### src/rtl/sdram_write_if.sv
`default_nettype none
// +-----------------------------------------------------------------------+
// | sdram_write_if                                                        |
// | Arbiter handshake, SDRAM command/address/DQ and FIFO signals of the   |
// | SDRAM write engine.                                                   |
// | Revision: 1.0                                                         |
// +-----------------------------------------------------------------------+
interface sdram_write_if;
  logic        write_trig;
  logic        refresh_req;
  logic        arbit_write_req;
  logic        arbit_write_ack;
  logic        arbit_write_end;
  logic        arbit_prech_end;
  logic [3:0]  cmd_reg;
  logic [12:0] sdram_addr;
  logic [1:0]  sdram_bank_addr;
  logic        wr_data_req;
  logic [15:0] wr_data;
  logic [15:0] sdram_dq;
  logic        sdram_dq_oe;

  modport master (
    input  write_trig, refresh_req, arbit_write_ack, wr_data,
    output arbit_write_req, arbit_write_end, arbit_prech_end, cmd_reg,
           sdram_addr, sdram_bank_addr, wr_data_req, sdram_dq, sdram_dq_oe
  );

  modport slave (
    output write_trig, refresh_req, arbit_write_ack, wr_data,
    input  arbit_write_req, arbit_write_end, arbit_prech_end, cmd_reg,
           sdram_addr, sdram_bank_addr, wr_data_req, sdram_dq, sdram_dq_oe
  );
endinterface
`default_nettype wire

### src/rtl/sdram_write.sv
`default_nettype none
// +-----------------------------------------------------------------------+
// | sdram_write                                                           |
// | SDRAM write engine: ACTIVE / WRITE x4 bursts / PRECHARGE, linear      |
// | column-then-row walk. Option macro: WRITE_PINGPONG_EN (bank toggle).  |
// | Revision: 1.0                                                         |
// +-----------------------------------------------------------------------+
module sdram_write #(
  parameter int BURST_TIMES  = 64,
  parameter int ROW_ADDR_END = 938,
  parameter int COL_ADDR_END = 256,
  parameter int BANK         = 0
) (
  input  wire logic     sysclk_100M,
  input  wire logic     rst_n,
  sdram_write_if.master bus
);
  localparam logic [3:0] c_cmd_active = 4'b0011;
  localparam logic [3:0] c_cmd_write  = 4'b0100;
  localparam logic [3:0] c_cmd_prech  = 4'b0010;
  localparam logic [3:0] c_cmd_nop    = 4'b0111;

  localparam logic [4:0] S_IDLE  = 5'b00001;
  localparam logic [4:0] S_REQ   = 5'b00010;
  localparam logic [4:0] S_ACT   = 5'b00100;
  localparam logic [4:0] S_WRITE = 5'b01000;
  localparam logic [4:0] S_PRECH = 5'b10000;

  localparam int                   c_burst_w     = $clog2(BURST_TIMES + 1);
  localparam logic [c_burst_w-1:0] c_burst_times = c_burst_w'(BURST_TIMES);
  localparam logic [8:0]           c_col_last    = 9'(COL_ADDR_END - 4);
  localparam logic [12:0]          c_row_last    = 13'(ROW_ADDR_END - 1);
  localparam logic [1:0]           c_bank        = 2'(BANK);

  logic [4:0]           r_state, w_state_nxt;
  logic                 r_act_cnt, r_prech_cnt;
  logic [2:0]           r_write_cnt;
  logic [c_burst_w-1:0] r_burst_cnt;
  logic [8:0]           r_col_addr;
  logic [12:0]          r_row_addr;
  logic                 r_write_end, r_write_req, r_prech_end;
  logic [3:0]           r_cmd, w_cmd_nxt;
  logic [12:0]          r_addr, w_addr_nxt;
  logic [15:0]          r_dq;
  logic                 r_dq_oe;
  logic                 w_row_last, w_burst_done, w_wr_req;

  assign w_row_last   = (r_col_addr == c_col_last);
  assign w_burst_done = (r_state == S_WRITE) && (r_write_cnt == 3'd5);
  assign w_wr_req     = (r_state == S_WRITE) && (r_write_cnt <= 3'd3);

  always_ff @(posedge sysclk_100M or negedge rst_n) begin
    if (!rst_n) r_state <= S_IDLE;
    else        r_state <= w_state_nxt;
  end

  always_comb begin
    w_state_nxt = r_state;
    case (r_state)
      S_IDLE:  if (bus.write_trig) w_state_nxt = S_REQ;
      S_REQ:   if (bus.arbit_write_ack) w_state_nxt = S_ACT;
      S_ACT:   if (r_act_cnt) w_state_nxt = S_WRITE;
      S_WRITE: if (w_burst_done && (r_write_end || bus.refresh_req || w_row_last))
                 w_state_nxt = S_PRECH;
      S_PRECH: if (r_prech_cnt) begin
                 if (r_write_end)          w_state_nxt = S_IDLE;
                 else if (bus.refresh_req) w_state_nxt = S_REQ;
                 else                      w_state_nxt = S_ACT;
               end
      default: w_state_nxt = S_IDLE;
    endcase
  end

  // Command decode; the address bus holds its last value across NOPs.
  always_comb begin
    w_cmd_nxt  = c_cmd_nop;
    w_addr_nxt = r_addr;
    case (r_state)
      S_ACT: if (!r_act_cnt) begin
        w_cmd_nxt  = c_cmd_active;
        w_addr_nxt = r_row_addr;
      end
      S_WRITE: if (r_write_cnt == 3'd0) begin
        w_cmd_nxt  = c_cmd_write;
        w_addr_nxt = {4'b0000, r_col_addr};
      end
      S_PRECH: if (!r_prech_cnt) begin
        w_cmd_nxt  = c_cmd_prech;
        w_addr_nxt = 13'h400;
      end
      default: ;
    endcase
  end

  always_ff @(posedge sysclk_100M or negedge rst_n) begin
    if (!rst_n) begin
      r_act_cnt   <= 1'b0;
      r_prech_cnt <= 1'b0;
      r_write_cnt <= 3'd0;
    end else begin
      r_act_cnt   <= (r_state == S_ACT)   ? ~r_act_cnt   : 1'b0;
      r_prech_cnt <= (r_state == S_PRECH) ? ~r_prech_cnt : 1'b0;
      if (r_state == S_WRITE) r_write_cnt <= w_burst_done ? 3'd0 : r_write_cnt + 3'd1;
      else                    r_write_cnt <= 3'd0;
    end
  end

  always_ff @(posedge sysclk_100M or negedge rst_n) begin
    if (!rst_n) begin
      r_burst_cnt <= '0;
      r_write_end <= 1'b0;
    end else begin
      if (r_state == S_WRITE && r_write_cnt == 3'd3)
        r_burst_cnt <= r_burst_cnt + 1'b1;
      else if (r_state == S_WRITE && r_write_cnt == 3'd4 && r_burst_cnt == c_burst_times)
        r_burst_cnt <= '0;

      if (r_state != S_ACT && w_state_nxt == S_ACT)
        r_write_end <= 1'b0;
      else if (r_state == S_WRITE && r_write_cnt == 3'd4 && r_burst_cnt == c_burst_times)
        r_write_end <= 1'b1;
    end
  end

  // Linear walk: column steps per burst, row steps on the last column, region wraps.
  always_ff @(posedge sysclk_100M or negedge rst_n) begin
    if (!rst_n) begin
      r_col_addr <= 9'd0;
      r_row_addr <= 13'd0;
    end else if (w_burst_done) begin
      if (w_row_last) begin
        r_col_addr <= 9'd0;
        r_row_addr <= (r_row_addr == c_row_last) ? 13'd0 : r_row_addr + 13'd1;
      end else begin
        r_col_addr <= r_col_addr + 9'd4;
      end
    end
  end

  always_ff @(posedge sysclk_100M or negedge rst_n) begin
    if (!rst_n) begin
      r_cmd       <= c_cmd_nop;
      r_addr      <= 13'h400;
      r_dq        <= 16'd0;
      r_dq_oe     <= 1'b0;
      r_write_req <= 1'b0;
      r_prech_end <= 1'b0;
    end else begin
      r_cmd       <= w_cmd_nxt;
      r_addr      <= w_addr_nxt;
      r_dq_oe     <= w_wr_req;
      if (w_wr_req) r_dq <= bus.wr_data;
      r_write_req <= (w_state_nxt == S_REQ);
      r_prech_end <= (r_state == S_PRECH) && r_prech_cnt;
    end
  end

`ifdef WRITE_PINGPONG_EN
  logic [1:0] r_bank;
  logic       w_region_wrap;
  assign w_region_wrap = w_burst_done && w_row_last && (r_row_addr == c_row_last);

  always_ff @(posedge sysclk_100M or negedge rst_n) begin
    if (!rst_n)             r_bank <= c_bank;
    else if (w_region_wrap) r_bank <= r_bank ^ 2'b10;
  end
  assign bus.sdram_bank_addr = r_bank;
`else
  assign bus.sdram_bank_addr = c_bank;
`endif

  assign bus.arbit_write_req = r_write_req;
  assign bus.arbit_write_end = r_write_end;
  assign bus.arbit_prech_end = r_prech_end;
  assign bus.cmd_reg         = r_cmd;
  assign bus.sdram_addr      = r_addr;
  assign bus.wr_data_req     = w_wr_req;
  assign bus.sdram_dq        = r_dq;
  assign bus.sdram_dq_oe     = r_dq_oe;
endmodule
`default_nettype wire
### src/flat_wrapper.sv
// flat-port wrapper written by rule: the top's interface ports become plain ports
module sdram_write_flat 
#(
  parameter int BURST_TIMES  = 64,
  parameter int ROW_ADDR_END = 938,
  parameter int COL_ADDR_END = 256,
  parameter int BANK         = 0
)
  (sysclk_100M, rst_n, bus_write_trig, bus_refresh_req, bus_arbit_write_ack, bus_wr_data, bus_arbit_write_req, bus_arbit_write_end, bus_arbit_prech_end, bus_cmd_reg, bus_sdram_addr, bus_sdram_bank_addr, bus_wr_data_req, bus_sdram_dq, bus_sdram_dq_oe);
  sdram_write_if bus_i ();
  input  wire logic sysclk_100M;
  input  wire logic rst_n;
  input wire logic [$bits(bus_i.write_trig)-1:0] bus_write_trig;
  input wire logic [$bits(bus_i.refresh_req)-1:0] bus_refresh_req;
  input wire logic [$bits(bus_i.arbit_write_ack)-1:0] bus_arbit_write_ack;
  input wire logic [$bits(bus_i.wr_data)-1:0] bus_wr_data;
  output wire logic [$bits(bus_i.arbit_write_req)-1:0] bus_arbit_write_req;
  output wire logic [$bits(bus_i.arbit_write_end)-1:0] bus_arbit_write_end;
  output wire logic [$bits(bus_i.arbit_prech_end)-1:0] bus_arbit_prech_end;
  output wire logic [$bits(bus_i.cmd_reg)-1:0] bus_cmd_reg;
  output wire logic [$bits(bus_i.sdram_addr)-1:0] bus_sdram_addr;
  output wire logic [$bits(bus_i.sdram_bank_addr)-1:0] bus_sdram_bank_addr;
  output wire logic [$bits(bus_i.wr_data_req)-1:0] bus_wr_data_req;
  output wire logic [$bits(bus_i.sdram_dq)-1:0] bus_sdram_dq;
  output wire logic [$bits(bus_i.sdram_dq_oe)-1:0] bus_sdram_dq_oe;
  assign bus_i.write_trig = bus_write_trig;
  assign bus_i.refresh_req = bus_refresh_req;
  assign bus_i.arbit_write_ack = bus_arbit_write_ack;
  assign bus_i.wr_data = bus_wr_data;
  assign bus_arbit_write_req = bus_i.arbit_write_req;
  assign bus_arbit_write_end = bus_i.arbit_write_end;
  assign bus_arbit_prech_end = bus_i.arbit_prech_end;
  assign bus_cmd_reg = bus_i.cmd_reg;
  assign bus_sdram_addr = bus_i.sdram_addr;
  assign bus_sdram_bank_addr = bus_i.sdram_bank_addr;
  assign bus_wr_data_req = bus_i.wr_data_req;
  assign bus_sdram_dq = bus_i.sdram_dq;
  assign bus_sdram_dq_oe = bus_i.sdram_dq_oe;
  sdram_write #(.BURST_TIMES(BURST_TIMES), .ROW_ADDR_END(ROW_ADDR_END), .COL_ADDR_END(COL_ADDR_END), .BANK(BANK)) u_core (.sysclk_100M(sysclk_100M), .rst_n(rst_n), .bus(bus_i));
endmodule
### config.mk
export PLATFORM = sky130hd
export DESIGN_NAME = sdram_write_flat
export DESIGN_NICKNAME = d
export VERILOG_FILES = /design/src/rtl/sdram_write_if.sv /design/src/rtl/sdram_write.sv /design/src/flat_wrapper.sv
export SDC_FILE = /design/constraint.sdc
export NUM_CORES = 1
export LEC_CHECK = 0
export CORE_AREA = 2 2 104 106
export CTS_BUF_LIST = sky130_fd_sc_hd__clkbuf_8
export DETAILED_ROUTE_END_ITERATION = 8
export DIE_AREA = 0 0 106 108
export SYNTH_ARGS = -nofsm -noshare
export SYNTH_HDL_FRONTEND = slang
export SYNTH_SLANG_ARGS = --single-unit
export TNS_END_PERCENT = 1
### constraint.sdc
create_clock -name sysclk_100M -period 4.4 [get_ports sysclk_100M]
set_clock_uncertainty 0.15 [all_clocks]
set_input_delay 0.44 -clock sysclk_100M [delete_from_list [all_inputs] [get_ports sysclk_100M]]
set_output_delay 0.44 -clock sysclk_100M [all_outputs]
set_load 0.01 [all_outputs]
==> results by group <==
Outcome
  – Status: complete, no violations

Layout
  – Most common cell after layout, fill and taps aside: dfrtp_1
  – Antenna diode count: 0
  – Most frequent cells in the layout: dfrtp_1 (68), clkdlybuf4s50_1 (56), nand2_1 (23)
  – Finished Layout Cells: 520
  – Final net count: just over 400
  – Max FFs per register: 16
  – Share of cells above drive strength 1: 0.128
  – Area Overhead vs Synth: 25.1%

Synthesis
  – Synth cell types: 56
  – Cell taking the most area after synthesis: dfrtp_1
  – Post-synth EDFFs: 0
  – Async set-or-reset flop fraction in the synthesized netlist: 1.00
  – Cell count after synthesis: between 300 and 400
  – Share of the synthesized area in the top cell type: 0.478
  – Avg Cell Area, Syn: 11.0 um2
  – Synth area leaders: dfrtp_1 (48%), mux2_4 (3.8%), dfstp_2 (3.7%)
  – Syn Std Cell Area: 3560 um2
  – FF+latch count, synth: 73
  – Ys flop type: dfrtp_1
  – Sequential share of the synthesized area: 0.515
  – Synthesis Warnings: 0

Clocking
  – Number of hold buffers added after cts: 0
  – Deepest clock path buffer count: 2
  – CTS tree: done
  – # Post-CTS Setup Buffers: 0
  – CTS Buf Count: 9
  – Worst-path clk slew: around 80 ps
  – CTS Root Cell: clkbuf_8
  – Clock Latency Late Sink: 350 ps
  – Clk sink count: 73
  – CTS-repair resized insts: 0
  – H-tree depth: 3

STA
  – Setup TNS: 0 ps
  – Final setup violating endpoints: 0
  – Hold slack: ~79 ps
  – RSZ-0062 raised after global routing: no
  – Max Transition Viols Final: 0
  – Maximum clock frequency: 359 MHz
  – Tcrit/Tclk final: 0.633
  – Worst Tran Pin Value: 908 ps
  – Minimum clock period: 2790 ps
  – Final hold violation count: 0
  – Relative slew slack: 0.395

Place
  – Gpl congestion: 0.808
  – DP HPWL: 5320 um
  – I/O Buffers: 57
  – Cells after DPL: 504

Global routing
  – Met3 usage: 0.0283
  – Vias in the first global route: roughly 2,500
  – Total global routing overflow: 0
  – Pin count of the biggest net entering global routing: 74
  – Initial antenna violation count: 0
  – GRT met2 Usage: 0.217
  – Met1 Resource Use GR: 0.184
  – GRT Max-Usage Layer: met2
  – First-pass GRT wire length: 12,400 um
  – Total track usage: 0.138

Critical path
  – Max incr delay on CP: 530 ps
  – Worst path slowest cell: clkdlybuf4s50_1
  – Worst Path Max Fanout: 10
  – Crit path max-delay family: simple AND/OR/NAND/NOR gates
  – Crit path kind: flop to primary output
  – Startpoint types: flop
  – CP endpoint kind: primary output
  – Critical path depth: 5
  – Crit path cell chain: or3b_1 -> nor3_4 -> o21ai_2 -> inv_1 -> clkdlybuf4s50_1
  – R2r worst-path depth: 4
  – CP required: about 3800 ps
  – WP buf/inv: 2
  – Worst EP arrival: 2200 ps

Pwr
  – Sw Pwr: 377 uW
  – Clk pwr share: 0.413
  – Sw frac: 0.244
  – Max IR drop VDD: 218 uV
  – Final Power: 1540 uW
  – Flop pwr share: 0.484
  – P_int: 1170 uW
  – Logic gate share of total power: 0.104
  – Leakage: around 0.0019 uW
  – Power Density: 346 nW/um2

Floorplan
  – Initial Util: 0.348
  – Core ar.: 10,200 um2
  – Die width: roughly 110 um
  – Row count: 37
  – I/O Pins: 61
  – Full die area: 11,400 um2
  – Overall die height: 108 um

Detailed routing
  – Final WL: 7520 um
  – ANT nets after route: 0
  – Starting DRC count in detailed routing: 181
  – DRT Pass-1 Iters: 4
  – DR DRC count: 0
  – Via Count: 2,640
  – Wire per inst: 14.5 um
  – Vias per cell: between 5 and 6

Hold path
  – HP Class: primary input to asynchronous set/reset pin

Job
  – Max-Cap Viols: 0
[per-stage QoR]
step	area, um2	setup slack, ps	utilization
3_5_place_dp	4210	1900	0.412
3_3_place_gp	4210	2010	0.412
6_report	4450	1610	0.435
2_1_floorplan	3570	2070	-
4_1_cts	4450	1570	0.435
5_1_grt	4450	1490	0.435
[power by group through the flow]
stage | clock network [uW] | registers (uW) | logic (uW)
after floorplan | 0 | 736 | 105
after detailed placement | 0 | 759 | 162
after global placement | 0 | 759 | 161
after global routing | 690 | 752 | 178
final | 637 | 746 | 160
after CTS | 657 | 746 | 163
[worst reg2reg max path: cells and delay by family (launching register included)]
kind               cells  cell delay [ps]
DFF                    1              470
and+or+nand+nor        3             1650
AOI/OAI and AO/OA      1              180
[layout make-up]
class,instances,area (um2)
fill,967,5780
inverter,21,78.8
clock inverter,7,119
multi-input combinational,214,1540
clock buffer,9,124
sequential,73,1830
tap,136,170
timing repair buffer,60,591
[kinds of logic (layout without fill, tap and decap cells)]
logic type | count (synthesis) | in the layout | share of synthesized area
XOR/XNOR | 11 | 11 | 0.0271
buffers and inverters | 40 | 97 | 0.0548
AND/OR/NAND/NOR | 106 | 106 | 0.162
flip-flops | 73 | 73 | 0.515
other | 1 | 3 | 0.00105
multiplexers | 30 | 30 | 0.103
AO/OA/AOI/OAI | 55 | 55 | 0.105
adder cells (fa/ha/maj) | 9 | 9 | 0.0316
[synth_stat cells, types with 6 or more instances]
master	instances
nand3_1	14
ha_1	9
dfrtp_1	68
mux2_2	10
mux2_4	9
clkbuf_1	6
nor3_1	9
a21oi_1	14
nor2_1	17
buf_2	6
nand4_1	6
xor2_1	7
nand2_1	23
mux2_1	6
o21ai_0	11
inv_1	21
a22o_1	7
[routing by layer]
layer	vias up	share of wire
li1	1252	-
met1	1299	0.47
met3	10	0.049
met5	-	0
met2	79	0.46
met4	0	0.020
[final timing paths]
path | startpoint | end | slack [ps]
max | u_core.r_state[2]$_DFF_PN0_ | bus_wr_data_req | 1610
min | rst_n | u_core.bus.sdram_addr[9]$_DFFE_PN0P_ | 80
max reg2reg | u_core.r_state[3]$_DFF_PN0_ | u_core.r_row_addr[7]$_DFFE_PN0P_ | 1880
min reg2reg | u_core.r_prech_cnt$_DFF_PN0_ | u_core.r_prech_cnt$_DFF_PN0_ | 320
max in group asynchronous | rst_n | u_core.r_state[4]$_DFF_PN0_ | 3440
min in group sysclk_100M | u_core.r_prech_cnt$_DFF_PN0_ | u_core.r_prech_cnt$_DFF_PN0_ | 320
(Power assumes the default switching activity.)
